### src/rtl/i2c_pkg.sv
// Shared definitions for the I2C bus front end: FSM state encoding and
// the fixed bit/stage counts used by the synchronizer and byte receiver.
package i2c_pkg;

    localparam int SYNC_STAGES   = 2;
    localparam int BITS_PER_BYTE = 8;

    typedef enum logic [1:0] {
        IDLE   = 2'd0,
        RX     = 2'd1,
        ACK    = 2'd2,
        IGNORE = 2'd3
    } i2c_state_t;

endpackage

### src/rtl/i2c_bus_frontend_if.sv
// Bus-side signal bundle of the I2C front end.
// Handshake: rx_valid is a one-cycle pulse with no backpressure; rx_byte and
// rx_first are stable in the rx_valid cycle and held until the next pulse.
// bus_start/bus_stop are one-cycle event pulses; busy is a level.
interface i2c_bus_frontend_if;

    logic       scl_in;
    logic       sda_in;
    logic       ack_en;
    logic       sda_oe;
    logic       bus_start;
    logic       bus_stop;
    logic       rx_valid;
    logic [7:0] rx_byte;
    logic       rx_first;
    logic       busy;

    // Bus / testbench side: drives the raw lines and the accept decision.
    modport master (
        output scl_in, sda_in, ack_en,
        input  sda_oe, bus_start, bus_stop, rx_valid, rx_byte, rx_first, busy
    );

    // Front-end side.
    modport slave (
        input  scl_in, sda_in, ack_en,
        output sda_oe, bus_start, bus_stop, rx_valid, rx_byte, rx_first, busy
    );

endinterface

### src/rtl/i2c_signal_sync.sv
// Brings one raw bus line into the clk domain: SYNC_STAGES-flop synchronizer,
// optionally followed by a glitch filter enabled by I2C_FRONTEND_GLITCH_FILTER_EN.
// All flops reset to 1 so the line looks idle-high out of reset.
module i2c_signal_sync
    import i2c_pkg::*;
#(
    parameter int FILTER_LEN = 3
) (
    input  logic clk,
    input  logic reset_n,
    input  logic d,
    output logic q
);

`ifdef I2C_FRONTEND_GLITCH_FILTER_EN
    localparam bit FILTER_ON = 1'b1;
`else
    localparam bit FILTER_ON = 1'b0;
`endif

    logic [SYNC_STAGES-1:0] sync_q;
    logic                   s;

    // Metastability chain; the oldest stage is the usable sample.
    always_ff @(posedge clk or negedge reset_n) begin
        if (!reset_n) begin
            sync_q <= '1;
        end else begin
            sync_q <= {sync_q[SYNC_STAGES-2:0], d};
        end
    end

    assign s = sync_q[SYNC_STAGES-1];

    generate
        if (FILTER_ON && (FILTER_LEN > 0)) begin : g_filter
            localparam int CNT_W = $clog2(FILTER_LEN + 1);
            logic [CNT_W-1:0] cnt_q;
            logic             level_q;

            // Follow the sample only after FILTER_LEN consecutive differing samples.
            always_ff @(posedge clk or negedge reset_n) begin
                if (!reset_n) begin
                    cnt_q   <= '0;
                    level_q <= 1'b1;
                end else if (s == level_q) begin
                    cnt_q <= '0;
                end else if (cnt_q == CNT_W'(FILTER_LEN - 1)) begin
                    level_q <= s;
                    cnt_q   <= '0;
                end else begin
                    cnt_q <= cnt_q + 1'b1;
                end
            end

            assign q = level_q;
        end else begin : g_direct
            assign q = s;
        end
    endgenerate

endmodule

### src/rtl/i2c_bus_frontend.sv
// I2C slave-side bus front end: synchronizes SCL/SDA, detects START/STOP,
// deserializes bytes MSB first and drives the ACK bit when ack_en accepts.
// Optional glitch filter on both lines: I2C_FRONTEND_GLITCH_FILTER_EN.
module i2c_bus_frontend
    import i2c_pkg::*;
#(
    parameter int FILTER_LEN = 3
) (
    input  logic                 clk,
    input  logic                 reset_n,
    i2c_bus_frontend_if.slave    bus,
    output i2c_state_t           state_dbg
);

    localparam logic [3:0] BYTE_CNT = 4'(BITS_PER_BYTE);

    logic scl_f, sda_f;
    logic scl_d, sda_d;
    logic scl_rise, scl_fall;
    logic start_det, stop_det;

    i2c_state_t                 state_q;
    logic [3:0]                 bit_cnt_q;
    logic [BITS_PER_BYTE-1:0]   shift_q;
    logic                       first_q;

    i2c_signal_sync #(.FILTER_LEN(FILTER_LEN)) u_scl_sync (
        .clk     (clk),
        .reset_n (reset_n),
        .d       (bus.scl_in),
        .q       (scl_f)
    );

    i2c_signal_sync #(.FILTER_LEN(FILTER_LEN)) u_sda_sync (
        .clk     (clk),
        .reset_n (reset_n),
        .d       (bus.sda_in),
        .q       (sda_f)
    );

    // Previous filtered levels, used for edge detection.
    always_ff @(posedge clk or negedge reset_n) begin
        if (!reset_n) begin
            scl_d <= 1'b1;
            sda_d <= 1'b1;
        end else begin
            scl_d <= scl_f;
            sda_d <= sda_f;
        end
    end

    // START/STOP need SCL high in both this and the previous sample, so a
    // simultaneous SCL/SDA change is only ever treated as a clock/data edge.
    assign scl_rise  = scl_f & ~scl_d;
    assign scl_fall  = ~scl_f & scl_d;
    assign start_det = sda_d & ~sda_f & scl_f & scl_d;
    assign stop_det  = ~sda_d & sda_f & scl_f & scl_d;

    // Receive FSM with registered outputs; STOP beats START beats bit traffic.
    always_ff @(posedge clk or negedge reset_n) begin
        if (!reset_n) begin
            state_q       <= IDLE;
            bit_cnt_q     <= '0;
            shift_q       <= '0;
            first_q       <= 1'b0;
            bus.sda_oe    <= 1'b0;
            bus.bus_start <= 1'b0;
            bus.bus_stop  <= 1'b0;
            bus.rx_valid  <= 1'b0;
            bus.rx_first  <= 1'b0;
            bus.rx_byte   <= '0;
            bus.busy      <= 1'b0;
        end else begin
            bus.bus_start <= 1'b0;
            bus.bus_stop  <= 1'b0;
            bus.rx_valid  <= 1'b0;
            if (stop_det && (state_q != IDLE)) begin
                state_q      <= IDLE;
                bus.bus_stop <= 1'b1;
                bus.sda_oe   <= 1'b0;
                bus.busy     <= 1'b0;
                bit_cnt_q    <= '0;
                shift_q      <= '0;
                first_q      <= 1'b0;
            end else if (start_det) begin
                state_q       <= RX;
                bus.bus_start <= 1'b1;
                bus.busy      <= 1'b1;
                bus.sda_oe    <= 1'b0;
                bit_cnt_q     <= '0;
                shift_q       <= '0;
                first_q       <= 1'b1;
            end else begin
                case (state_q)
                    RX: begin
                        if (bit_cnt_q < BYTE_CNT) begin
                            if (scl_rise) begin
                                shift_q   <= {shift_q[BITS_PER_BYTE-2:0], sda_f};
                                bit_cnt_q <= bit_cnt_q + 4'd1;
                                if (bit_cnt_q == BYTE_CNT - 4'd1) begin
                                    bus.rx_byte  <= {shift_q[BITS_PER_BYTE-2:0], sda_f};
                                    bus.rx_valid <= 1'b1;
                                    bus.rx_first <= first_q;
                                    first_q      <= 1'b0;
                                end
                            end
                        end else if (scl_fall) begin
                            // ACK decision point: SCL just dropped after bit 8.
                            if (bus.ack_en) begin
                                state_q    <= ACK;
                                bus.sda_oe <= 1'b1;
                            end else begin
                                state_q <= IGNORE;
                            end
                        end
                    end
                    ACK: begin
                        if (scl_fall) begin
                            state_q    <= RX;
                            bus.sda_oe <= 1'b0;
                            bit_cnt_q  <= '0;
                        end
                    end
                    default: begin
                        // IDLE and IGNORE only react to START/STOP.
                    end
                endcase
            end
        end
    end

    assign state_dbg = state_q;

endmodule

### src/flat_wrapper.sv
// flat-port wrapper written by rule: the top's interface ports become plain ports
module i2c_bus_frontend_flat import i2c_pkg::*;
#(
    parameter int FILTER_LEN = 3
)
  (clk, reset_n, state_dbg, bus_scl_in, bus_sda_in, bus_ack_en, bus_sda_oe, bus_bus_start, bus_bus_stop, bus_rx_valid, bus_rx_byte, bus_rx_first, bus_busy);
  i2c_bus_frontend_if bus_i ();
  input  logic clk;
  input  logic reset_n;
  output i2c_state_t state_dbg;
  input wire logic [$bits(bus_i.scl_in)-1:0] bus_scl_in;
  input wire logic [$bits(bus_i.sda_in)-1:0] bus_sda_in;
  input wire logic [$bits(bus_i.ack_en)-1:0] bus_ack_en;
  output wire logic [$bits(bus_i.sda_oe)-1:0] bus_sda_oe;
  output wire logic [$bits(bus_i.bus_start)-1:0] bus_bus_start;
  output wire logic [$bits(bus_i.bus_stop)-1:0] bus_bus_stop;
  output wire logic [$bits(bus_i.rx_valid)-1:0] bus_rx_valid;
  output wire logic [$bits(bus_i.rx_byte)-1:0] bus_rx_byte;
  output wire logic [$bits(bus_i.rx_first)-1:0] bus_rx_first;
  output wire logic [$bits(bus_i.busy)-1:0] bus_busy;
  assign bus_i.scl_in = bus_scl_in;
  assign bus_i.sda_in = bus_sda_in;
  assign bus_i.ack_en = bus_ack_en;
  assign bus_sda_oe = bus_i.sda_oe;
  assign bus_bus_start = bus_i.bus_start;
  assign bus_bus_stop = bus_i.bus_stop;
  assign bus_rx_valid = bus_i.rx_valid;
  assign bus_rx_byte = bus_i.rx_byte;
  assign bus_rx_first = bus_i.rx_first;
  assign bus_busy = bus_i.busy;
  i2c_bus_frontend #(.FILTER_LEN(FILTER_LEN)) u_core (.clk(clk), .reset_n(reset_n), .bus(bus_i), .state_dbg(state_dbg));
endmodule
### config.mk
export PLATFORM = sky130hd
export DESIGN_NAME = i2c_bus_frontend_flat
export DESIGN_NICKNAME = d
export VERILOG_FILES = /design/src/rtl/i2c_pkg.sv /design/src/rtl/i2c_bus_frontend_if.sv /design/src/rtl/i2c_signal_sync.sv /design/src/rtl/i2c_bus_frontend.sv /design/src/flat_wrapper.sv
export SDC_FILE = /design/constraint.sdc
export NUM_CORES = 1
export LEC_CHECK = 0
export BUFFER_PORTS_ARGS = -buffer_cell sky130_fd_sc_hd__buf_2
export CORE_MARGIN = 2
export CORE_UTILIZATION = 40
export DETAILED_ROUTE_END_ITERATION = 8
export GPL_TIMING_DRIVEN = 0
export MAX_ROUTING_LAYER = met4
export PLACE_DENSITY = 0.59
export SLEW_MARGIN = 20
export SYNTH_ARGS = -nofsm -noshare
export SYNTH_HDL_FRONTEND = slang
export SYNTH_SLANG_ARGS = --single-unit
### constraint.sdc
create_clock -name clk -period 2.05 [get_ports clk]
set_clock_uncertainty 0.2 [all_clocks]
set_input_delay 0.3075 -clock clk [delete_from_list [all_inputs] [get_ports clk]]
set_output_delay 0.3075 -clock clk [all_outputs]
set_load 0.005 [all_outputs]
==> flow_metrics.py, run 1 <==
metrics = {
    "run_status": {
        "outcome": "finished, violations left",
        "violations": "setup timing",
    },
    "placed_design": {
        "gp_congestion": 0.744,
        "placed_area_mm2": 0.00174,
        "port_buffers": 20,
        "hpwl_um": 1930,
    },
    "floorplan": {
        "rows": 22,
        "num_io_pins": 21,
        "die_h_um": 66.7,
        "die_area_mm2": 0.00444,
        "core-area_mm2": 0.00372,
        "die_x_um": 66.7,
        "start_util": 0.423,
    },
    "global_route": {
        "grt_pass1_vias": 1000,
        "grt_first_pass_wirelength_um": 4790,
        "antenna_found_initial": 0,
        "gr-total-overflow": 0,
        "grt_max_degree": 35,
        "grt_usage": 0.151,
    },
    "setup_path": {
        "start_kind": "flip-flop",
        "cpMaxStageDelayCell": "dfrtp_1",
        "rr_startpoint": "u_core.state_dbg[1]",
        "cp_cell_sequence": "inv_2 -> ha_2 -> or3b_4 -> a31oi_1 -> and3_1 -> buf_6 -> mux2_4",
        "arrival_ns": 2.10,
        "cp-end-kind": "flip-flop",
        "reg2regPathDepth": 7,
        "startpoint": "u_core.state_dbg[1]",
        "r2r-end": "u_core.shift_q[1]",
        "setup.worst_path.class": "reg -> reg",
        "endpoint": "u_core.shift_q[1]",
        "r2r_slack_ns": -0.08,
        "worst-path-max-fanout": 7,
        "critPathRequiredTime_ns": 2.02,
        "slowest_delay_ns": 0.42,
    },
    "routing": {
        "drtIter0Drc": 40,
        "wl_um": 2820,
        "postRouteAntennaNets": 0,
        "drc_errors": 0,
        "firstDrtPassIters": 4,
        "viasPerCell": 4.92,
        "vias": 1028,
        "wl_per_cell_um": 13.5,
    },
    "logic_synthesis": {
        "avgSynthCellArea_um2": 12.9,
        "synth.distinct_cells": 34,
        "synth_warnings": 0,
        "synth_edf_count": 0,
        "synth_top_area_frac": 0.446,
        "synth_nets": 131,
        "ys.flop_type": "dfrtp_1",
        "syn_area_mm2": 0.00157,
        "yosys-top-cells-area": "dfrtp_1 (45%), dfstp_2 (10%), mux2_2 (6.5%)",
        "synthArstFlopShare": 1.00,
        "synth_seq_cells": 34,
        "yosys.area.top_type": "dfrtp_1",
        "netlist_instances": 122,
        "seq_area_frac_synth": 0.547,
    },
    "hold_path": {
        "min_path_cells": 0,
        "hold_path_class": "reg -> reg",
        "min_from": "u_core.u_scl_sync.sync_q[0]",
    },
    "cells_and_area": {
        "final_cell_mix": "dfrtp_1 (28), buf_2 (20), mux2_2 (9)",
        "fin_area_mm2": 0.00195,
        "drive_gt1_frac": 0.447,
        "layout_commonest_cell": "dfrtp_1",
        "diodes": 0,
        "fin_nets": 169,
        "area_growth_pct": 24.2,
    },
    "clocking": {
        "cts_htree_levels": 2,
        "cts.path.max_buffers": 2,
        "cts_root_buffer": "clkbuf_8",
        "clock-sinks": 34,
        "worstSkewPairLatency_ns": 0.29,
        "clk_pin_slew_ns": 0.06,
        "cts_made_buffers": 5,
        "cts_tree": "done",
    },
    "job": {
        "drv_cap": 0,
    },
    "timing": {
        "worst_pin_slew_ns": 0.731,
        "worst_slack_ns": -0.0788,
        "maxSlewViolCount": 0,
        "setup_violations": 7,
        "fin_crit_ns": 2.13,
        "fin_crit_sh": 1.04,
        "slew_headroom": 0.513,
        "fmax_ghz": 0.470,
        "hold_viol": 0,
        "rsz0062_at_grt": "yes",
        "fin_tns_setup_ns": -0.452,
    },
    "power_and_ir_drop": {
        "power.leakage_nw": 0.995,
        "peakVddDrop_uv": 632,
        "p_per_area_mw_per_mm2": 1260,
    },
}
-- synth_stat cells (all sizes together) (2+ instances only) --
library cell  instances
or3                   2
ha                    4
and2b                 6
nor2b                 2
mux2i                 3
buf                   4
mux2                 15
nor4                  3
dfrtp                28
o21ai                 2
dfstp                 6
nand2b                2
nor2                  5
a31oi                 3
o31ai                 2
nand2                 7
and4b                 2
or4                   2
a21o                  2
a21oi                 5
inv                   8
-- report_power, final --
group	switching (mW)	total [mW]	internal [mW]	leakage (nW)
Sequential	0.111	0.934	0.823	0.430
Combinational	0.418	0.929	0.511	0.513
Clock	0.241	0.603	0.362	0.0514
Total	0.770	2.47	1.70	0.995
-- through the flow --
stage           util  setup slack (ns)  hold WS (ns)  instances  total power [mW]
6_report       0.525           -0.0788         0.156        209              2.47
2_1_floorplan      -          -0.00953        -0.188        122              1.57
3_3_place_gp   0.467            -0.103         0.146        190              1.72
4_1_cts        0.519           -0.0848         0.157        207              2.44
5_1_grt        0.525            -0.151         0.161        209              2.66
3_5_place_dp   0.467            -0.140         0.147        190              1.77
-- area by class of cell --
cell class	instances	area, µm²
timing repair buffer	31	190
multi-input combinational	76	657
clock inverter	2	37.5
tap	48	60.1
sequential	34	858
inverter	8	30.0
clock buffer	6	72.6
buffer	4	45.0
fill	355	1770
-- registers in the layout (all words and copies together) (netlist names) --
signal and cells:
u_core.bus.bus_start 1, u_core.bus.sda_oe 1, u_core.bus.rx_byte 8, u_core.sda_d 1, u_core.bus.rx_valid 1, u_core.bus.bus_stop 1
u_core.bus.busy 1, u_core.first_q 1, u_core.bit_cnt_q 4, u_core.scl_d 1, u_core.bus.rx_first 1, u_core.u_sda_sync.sync_q 2
u_core.state_dbg 2, u_core.shift_q 7, u_core.u_scl_sync.sync_q 2
-- metal layers --
metal  vias up  wire, µm  global-route usage  share of wire
li1        504         -                   -              -
met1       498      1300               0.188           0.46
met2        20      1350               0.226           0.48
met3         6       119              0.0507          0.042
met4         0        49              0.0612          0.017
met5         -         0                   -              0
-- how the worst min path moves through the flow --
stage                                   to  slack [ns]
3_5_place_dp   u_core.u_scl_sync.sync_q[1]        0.15
2_1_floorplan          u_core.bit_cnt_q[0]       -0.19
3_3_place_gp   u_core.u_scl_sync.sync_q[1]        0.15
4_1_cts        u_core.u_scl_sync.sync_q[1]        0.16
5_1_grt        u_core.u_sda_sync.sync_q[1]        0.16
6_report       u_core.u_scl_sync.sync_q[1]        0.16
-- cell families after synthesis --
logic type      share of synthesized area
simple gates                        0.154
flops                               0.547
mux                                 0.141
compound gates                     0.0829
buf+inv                            0.0438
fa+ha+maj                          0.0319
-- critical path, delay by kind of cell (launching register included) --
kind,cells,cell delay (ns)
simple gates,2,0.58
mux,1,0.31
compound gates,1,0.14
flops,1,0.42
fa+ha+maj,1,0.17
buf+inv,2,0.21
-- repair_timing --
item	4_1_cts	5_1_grt
hold buffers	3	0
setup endpoints to repair	19	22
pin swaps	1	0
resized for setup	4	1
endpoints found under the hold margin	30	0
buffers inserted	6	2
No activity file was read; power rests on OpenSTA's default activity.
==> inputs of run 2 (changes only) <==
Settings changed: ABC_AREA set to 1, PLACE_DENSITY 0.59 to 0.6.
==> flow_metrics.py, run 2 <==
metrics = {
    "placed_design": {
        "port_buffers": 20,
        "placed_area_mm2": 0.00175,
        "hpwl_um": 2100,
        "gp_congestion": 0.785,
    },
    "setup_path": {
        "startpoint": "u_core.u_sda_sync.sync_q[1]",
        "critPathRequiredTime_ns": 2.02,
        "arrival_ns": 1.67,
        "worst-path-max-fanout": 9,
        "r2r_slack_ns": 0.35,
        "r2r-end": "u_core.shift_q[3]",
        "cp-end-kind": "flip-flop",
        "reg2regPathDepth": 7,
        "rr_startpoint": "u_core.u_sda_sync.sync_q[1]",
        "endpoint": "u_core.shift_q[3]",
        "setup.worst_path.class": "reg -> reg",
        "start_kind": "flip-flop",
    },
    "floorplan": {
        "rows": 22,
        "num_io_pins": 21,
        "die_area_mm2": 0.00450,
        "start_util": 0.425,
        "die_x_um": 67.1,
        "core-area_mm2": 0.00374,
        "die_h_um": 67.1,
    },
    "logic_synthesis": {
        "synthArstFlopShare": 1.00,
        "synth_seq_cells": 34,
        "synth_top_area_frac": 0.440,
        "synth_nets": 192,
        "synth_commonest_cells": "nand2_1 (77), dfrtp_1 (28), nand3_1 (18)",
        "avgSynthCellArea_um2": 8.70,
        "yosysMostFrequentCell": "nand2_1",
        "ys.flop_type": "dfrtp_1",
        "netlist_instances": 183,
        "yosys.area.top_type": "dfrtp_1",
        "synth_edf_count": 0,
        "synth_warnings": 0,
        "seq_area_frac_synth": 0.539,
        "synth.distinct_cells": 25,
        "yosys-top-cells-area": "dfrtp_1 (44%), nand2_1 (18%), dfstp_2 (9.9%)",
        "syn_area_mm2": 0.00159,
    },
    "cells_and_area": {
        "fin_nets": 222,
        "largest_reg_flops": 8,
        "diodes": 0,
        "area_growth_pct": 17.6,
        "regMostFlops": "u_core.bus.rx_byte",
        "final_util": 0.500,
        "final_cell_mix": "nand2_1 (77), dfrtp_1 (28), buf_2 (22)",
        "drive_gt1_frac": 0.248,
        "largestRegisters": "u_core.bus.rx_byte (8), u_core.shift_q (7), u_core.bit_cnt_q (4)",
        "fin_area_mm2": 0.00187,
        "layout_commonest_cell": "nand2_1",
    },
    "timing": {
        "hold_viol": 0,
        "maxSlewViolCount": 0,
        "fmax_ghz": 0.587,
        "slew_headroom": 0.515,
        "fin_crit_ns": 1.70,
        "worst_pin_slew_ns": 0.728,
        "fin_crit_sh": 0.830,
        "rsz0062_at_grt": "no",
        "setup_violations": 0,
        "fin_tns_setup_ns": 0,
    },
    "clocking": {
        "cts_made_buffers": 5,
        "worstSkewPairLatency_ns": 0.28,
        "clk_pin_slew_ns": 0.06,
        "cts_root_buffer": "clkbuf_8",
        "ctsResizeCount": 0,
        "cts.path.max_buffers": 2,
        "cts_htree_levels": 2,
        "clock-sinks": 34,
        "cts_tree": "done",
    },
    "global_route": {
        "grt_usage": 0.159,
        "grt_pass1_vias": 1158,
        "antenna_found_initial": 0,
        "grt_max_degree": 35,
        "grt_first_pass_wirelength_um": 5150,
        "gr-total-overflow": 0,
    },
    "power_and_ir_drop": {
        "p_per_area_mw_per_mm2": 1170,
        "power.leakage_nw": 1.04,
        "peakVddDrop_uv": 603,
    },
    "routing": {
        "vias": 1229,
        "drtIter0Drc": 57,
        "postRouteAntennaNets": 0,
        "wl_per_cell_um": 11.0,
        "viasPerCell": 4.69,
        "drc_errors": 0,
        "wl_um": 2890,
        "firstDrtPassIters": 4,
    },
    "run_status": {
        "outcome": "finished clean",
    },
    "hold_path": {
        "hold_path_class": "reg -> reg",
    },
    "job": {
        "drv_cap": 0,
    },
}
[run 2: how the worst min path moves through the flow]
stage,end,depth (start not counted),start
final,u_core.u_sda_sync.sync_q[1],0,u_core.u_sda_sync.sync_q[0]
after global routing,u_core.u_sda_sync.sync_q[1],0,u_core.u_sda_sync.sync_q[0]
after CTS,u_core.u_sda_sync.sync_q[1],0,u_core.u_sda_sync.sync_q[0]
after detailed placement,u_core.u_sda_sync.sync_q[1],0,u_core.u_sda_sync.sync_q[0]
after global placement,u_core.u_scl_sync.sync_q[1],0,u_core.u_scl_sync.sync_q[0]
after floorplan,u_core.bit_cnt_q[0],0,reset_n
[run 2: kinds of logic (layout without fill, tap and decap cells)]
group           count (synthesis)  after routing  synth area share
compound gates                  5              5            0.0212
xor+xnor                        1              1           0.00550
fa+ha+maj                       4              4            0.0314
buf+inv                        18             49            0.0440
flops                          34             34             0.539
simple gates                  121            121             0.358
[run 2: final cells by class]
type / count / area, µm²
inverters: 16 / 60.1
well taps: 48 / 60.1
plain buffers: 2 / 10.0
multi-input cells: 131 / 663
repair buffers: 23 / 130
flip-flops and latches: 34 / 858
clock buffers: 8 / 90.1
fillers: 370 / 1870
[run 2: timing repair]
action | 4_1_cts | 5_1_grt
hold buffers | 3 | 0
hold endpoints to repair | 30 | 0
setup buffers | 0 | 0
[run 2: power by group]
part           total (mW)  internal (mW)  switching (mW)  leakage (nW)
clock               0.490          0.273           0.216        0.0455
combinational       0.755          0.299           0.457         0.565
sequential          0.941          0.823           0.118         0.433
[run 2: per-stage QoR]
| step | hold slack, ns | worst slack (ns) | total power, mW | instances |
|---|---|---|---|---|
| 5_1_grt | 0.159 | 0.217 | 2.39 | 262 |
| 4_1_cts | 0.158 | 0.336 | 2.21 | 262 |
| 3_3_place_gp | 0.147 | 0.360 | 1.68 | 251 |
| 6_report | 0.156 | 0.348 | 2.19 | 262 |
| 3_5_place_dp | 0.149 | 0.344 | 1.71 | 251 |
| 2_1_floorplan | -0.188 | 0.502 | 1.51 | 183 |
[run 2: worst max-delay path, stage by stage (launching register included)]
cell	delay, ns
dfstp_2	0.56
inv_2	0.07
nor2_1	0.21
nand3_4	0.20
nand3_4	0.16
nand2_4	0.09
nand2_1	0.07
nand2_1	0.05
[run 2: metal layers]
| metal | global-route usage | vias up | share of wire |
|---|---|---|---|
| met5 | - | - | 0 |
| met4 | 0.0663 | 0 | 0.017 |
| met3 | 0.0557 | 6 | 0.051 |
| met2 | 0.229 | 28 | 0.45 |
| met1 | 0.203 | 566 | 0.49 |
| li1 | - | 629 | - |
==> inputs of run 3 (changes only) <==
Settings changed: PLACE_DENSITY 0.6 to 0.58.
Clock period 2.05 ns to 1.7 ns, I/O delays scaled along.
==> flow_metrics.py, run 3 (synthesis results as in run 2) <==
metrics = {
    "global_route": {
        "grt_usage": 0.169,
        "grt_max_degree": 35,
        "grt_first_pass_wirelength_um": 5440,
        "antenna_found_initial": 0,
        "gr-total-overflow": 0,
        "grt_pass1_vias": 1225,
    },
    "setup_path": {
        "cp-end-kind": "flip-flop",
        "r2r-end": "u_core.shift_q[1]",
        "r2r_slack_ns": 0.05,
        "rr_startpoint": "u_core.u_sda_sync.sync_q[1]",
        "arrival_ns": 1.64,
        "cp_top_family": "simple AND/OR/NAND/NOR gates",
        "critPathBufInv": 1,
        "critPathRequiredTime_ns": 1.68,
        "slowest_delay_ns": 0.58,
        "worst-path-max-fanout": 8,
        "cp_cell_sequence": "inv_4 -> nor2_4 -> nand3_4 -> nand3_4 -> nand2_4 -> nand2_2 -> nand2_2",
        "reg2regPathDepth": 7,
        "cpMaxStageDelayCell": "dfstp_2",
        "setup.worst_path.class": "reg -> reg",
        "start_kind": "flip-flop",
    },
    "floorplan": {
        "rows": 22,
        "die_h_um": 67.1,
        "core-area_mm2": 0.00374,
        "num_io_pins": 21,
        "die_area_mm2": 0.00450,
        "die_x_um": 67.1,
        "start_util": 0.425,
    },
    "routing": {
        "wl_um": 3240,
        "postRouteAntennaNets": 0,
        "drc_errors": 0,
        "viasPerCell": 4.68,
        "wl_per_cell_um": 12.1,
        "drtIter0Drc": 58,
        "firstDrtPassIters": 6,
        "vias": 1255,
    },
    "timing": {
        "fin_crit_ns": 1.65,
        "fin_crit_sh": 0.973,
        "slew_headroom": 0.512,
        "maxSlewViolCount": 0,
        "rsz0062_at_grt": "yes",
        "worst_pin_slew_ns": 0.732,
        "hold_viol": 0,
        "setup_violations": 0,
        "fmax_ghz": 0.605,
        "worst_slack_ns": 0.0464,
        "timing.hold.ws_ns": 0.158,
    },
    "hold_path": {
        "hold_path_class": "reg -> reg",
        "whs_endpoint": "u_core.u_scl_sync.sync_q[1]",
        "min_path_cells": 0,
        "min_from": "u_core.u_scl_sync.sync_q[0]",
    },
    "run_status": {
        "outcome": "finished clean",
    },
    "clocking": {
        "cts_made_buffers": 5,
        "worstSkewPairLatency_ns": 0.29,
        "cts_tree": "done",
        "cts_htree_levels": 2,
        "cts.path.max_buffers": 2,
        "clk_pin_slew_ns": 0.07,
        "cts_root_buffer": "clkbuf_8",
        "clock-sinks": 34,
    },
    "cells_and_area": {
        "final_util": 0.537,
        "fin_area_mm2": 0.00201,
        "num-fill-cells": 368,
        "largest_reg_flops": 8,
        "multiInputGateArea_um2": 721,
        "layout_commonest_cell": "nand2_1",
        "area_growth_pct": 26.3,
        "diodes": 0,
        "drive_gt1_frac": 0.327,
        "final_cell_mix": "nand2_1 (72), dfrtp_1 (26), buf_2 (20)",
        "regMostFlops": "u_core.bus.rx_byte",
        "register_area_um2": 861,
        "largestRegisters": "u_core.bus.rx_byte (8), u_core.shift_q (7), u_core.bit_cnt_q (4)",
        "fin_nets": 228,
    },
    "placed_design": {
        "place_ws_ns": -0.0184,
        "placed_area_mm2": 0.00175,
        "port_buffers": 20,
        "hpwl_um": 2120,
        "gp_congestion": 0.799,
    },
    "power_and_ir_drop": {
        "p_per_area_mw_per_mm2": 1470,
        "peakVddDrop_uv": 679,
        "power.leakage_nw": 1.10,
    },
    "job": {
        "drv_cap": 0,
    },
}
[run 3: cell types whose count changed in the layout (fill, tap and decap cells not counted), moves of 2 or more]
cell     delta
dfrtp_1     -2
nand2_2     +5
buf_2       -2
buf_4       +5
inv_4       +2
inv_1       -2
nand2_1     -5
dfrtp_2     +2
[run 3: how the worst max path moves through the flow]
| stage | startpoint | to | slack (ns) | cells after the start |
|---|---|---|---|---|
| 2_1_floorplan | u_core.state_dbg[1] | u_core.bus.sda_oe | 0.15 | 8 |
| 3_3_place_gp | u_core.u_sda_sync.sync_q[1] | u_core.shift_q[3] | -0.002 | 7 |
| 3_5_place_dp | u_core.u_sda_sync.sync_q[1] | u_core.shift_q[1] | -0.02 | 7 |
| 4_1_cts | u_core.state_dbg[1] | u_core.bus.sda_oe | 0.006 | 8 |
| 5_1_grt | u_core.u_sda_sync.sync_q[1] | u_core.shift_q[1] | -0.04 | 7 |
| 6_report | u_core.u_sda_sync.sync_q[1] | u_core.shift_q[1] | 0.05 | 7 |
[run 3: cell type report]
cell class	count	area share
well taps	48	0.0299
repair buffers	28	0.0834
plain buffers	2	0.00934
inverters	16	0.0324
flip-flops and latches	34	0.428
multi-input cells	132	0.359
clock inverters	1	0.0149
clock buffers	7	0.0430
[run 3: per-layer routing]
metal  vias to the layer above  track usage  share of wire
met5                         -            -              0
met4                         0       0.0969          0.016
met3                         6       0.0422          0.035
met2                        21        0.252           0.47
met1                       581        0.207           0.48
li1                        647            -              -
[run 3: report_power, final]
group	internal (mW)	switching (mW)	leakage (nW)
logic	0.438	0.611	0.607
registers	0.996	0.150	0.431
clock network	0.477	0.274	0.0585
total	1.91	1.03	1.10
[run 3: metrics by stage]
step	setup TNS, ns	instances	power, mW
floorplan	0	183	1.83
global placement	-0.00217	251	2.02
detailed placement	-0.0419	251	2.07
CTS	0	262	2.84
global route	-0.226	268	3.18
finish	0	268	2.95
[run 3: repair_timing]
item | in CTS | in global routing
setup endpoints to repair | 5 | 23
pin swaps | 1 | 8
hold endpoints to repair | 30 | 0
cloned | 0 | 1
gates resized for setup | 1 | 21
hold buffers | 3 | 0
buffers inserted | 0 | 5
[run 3: worst reg2reg max path, delay by kind of cell, from the launching register on]
family	cells	cell delay (ns)
AND/OR/NAND/NOR	6	0.72
buffers and inverters	1	0.06
flip-flops	1	0.58
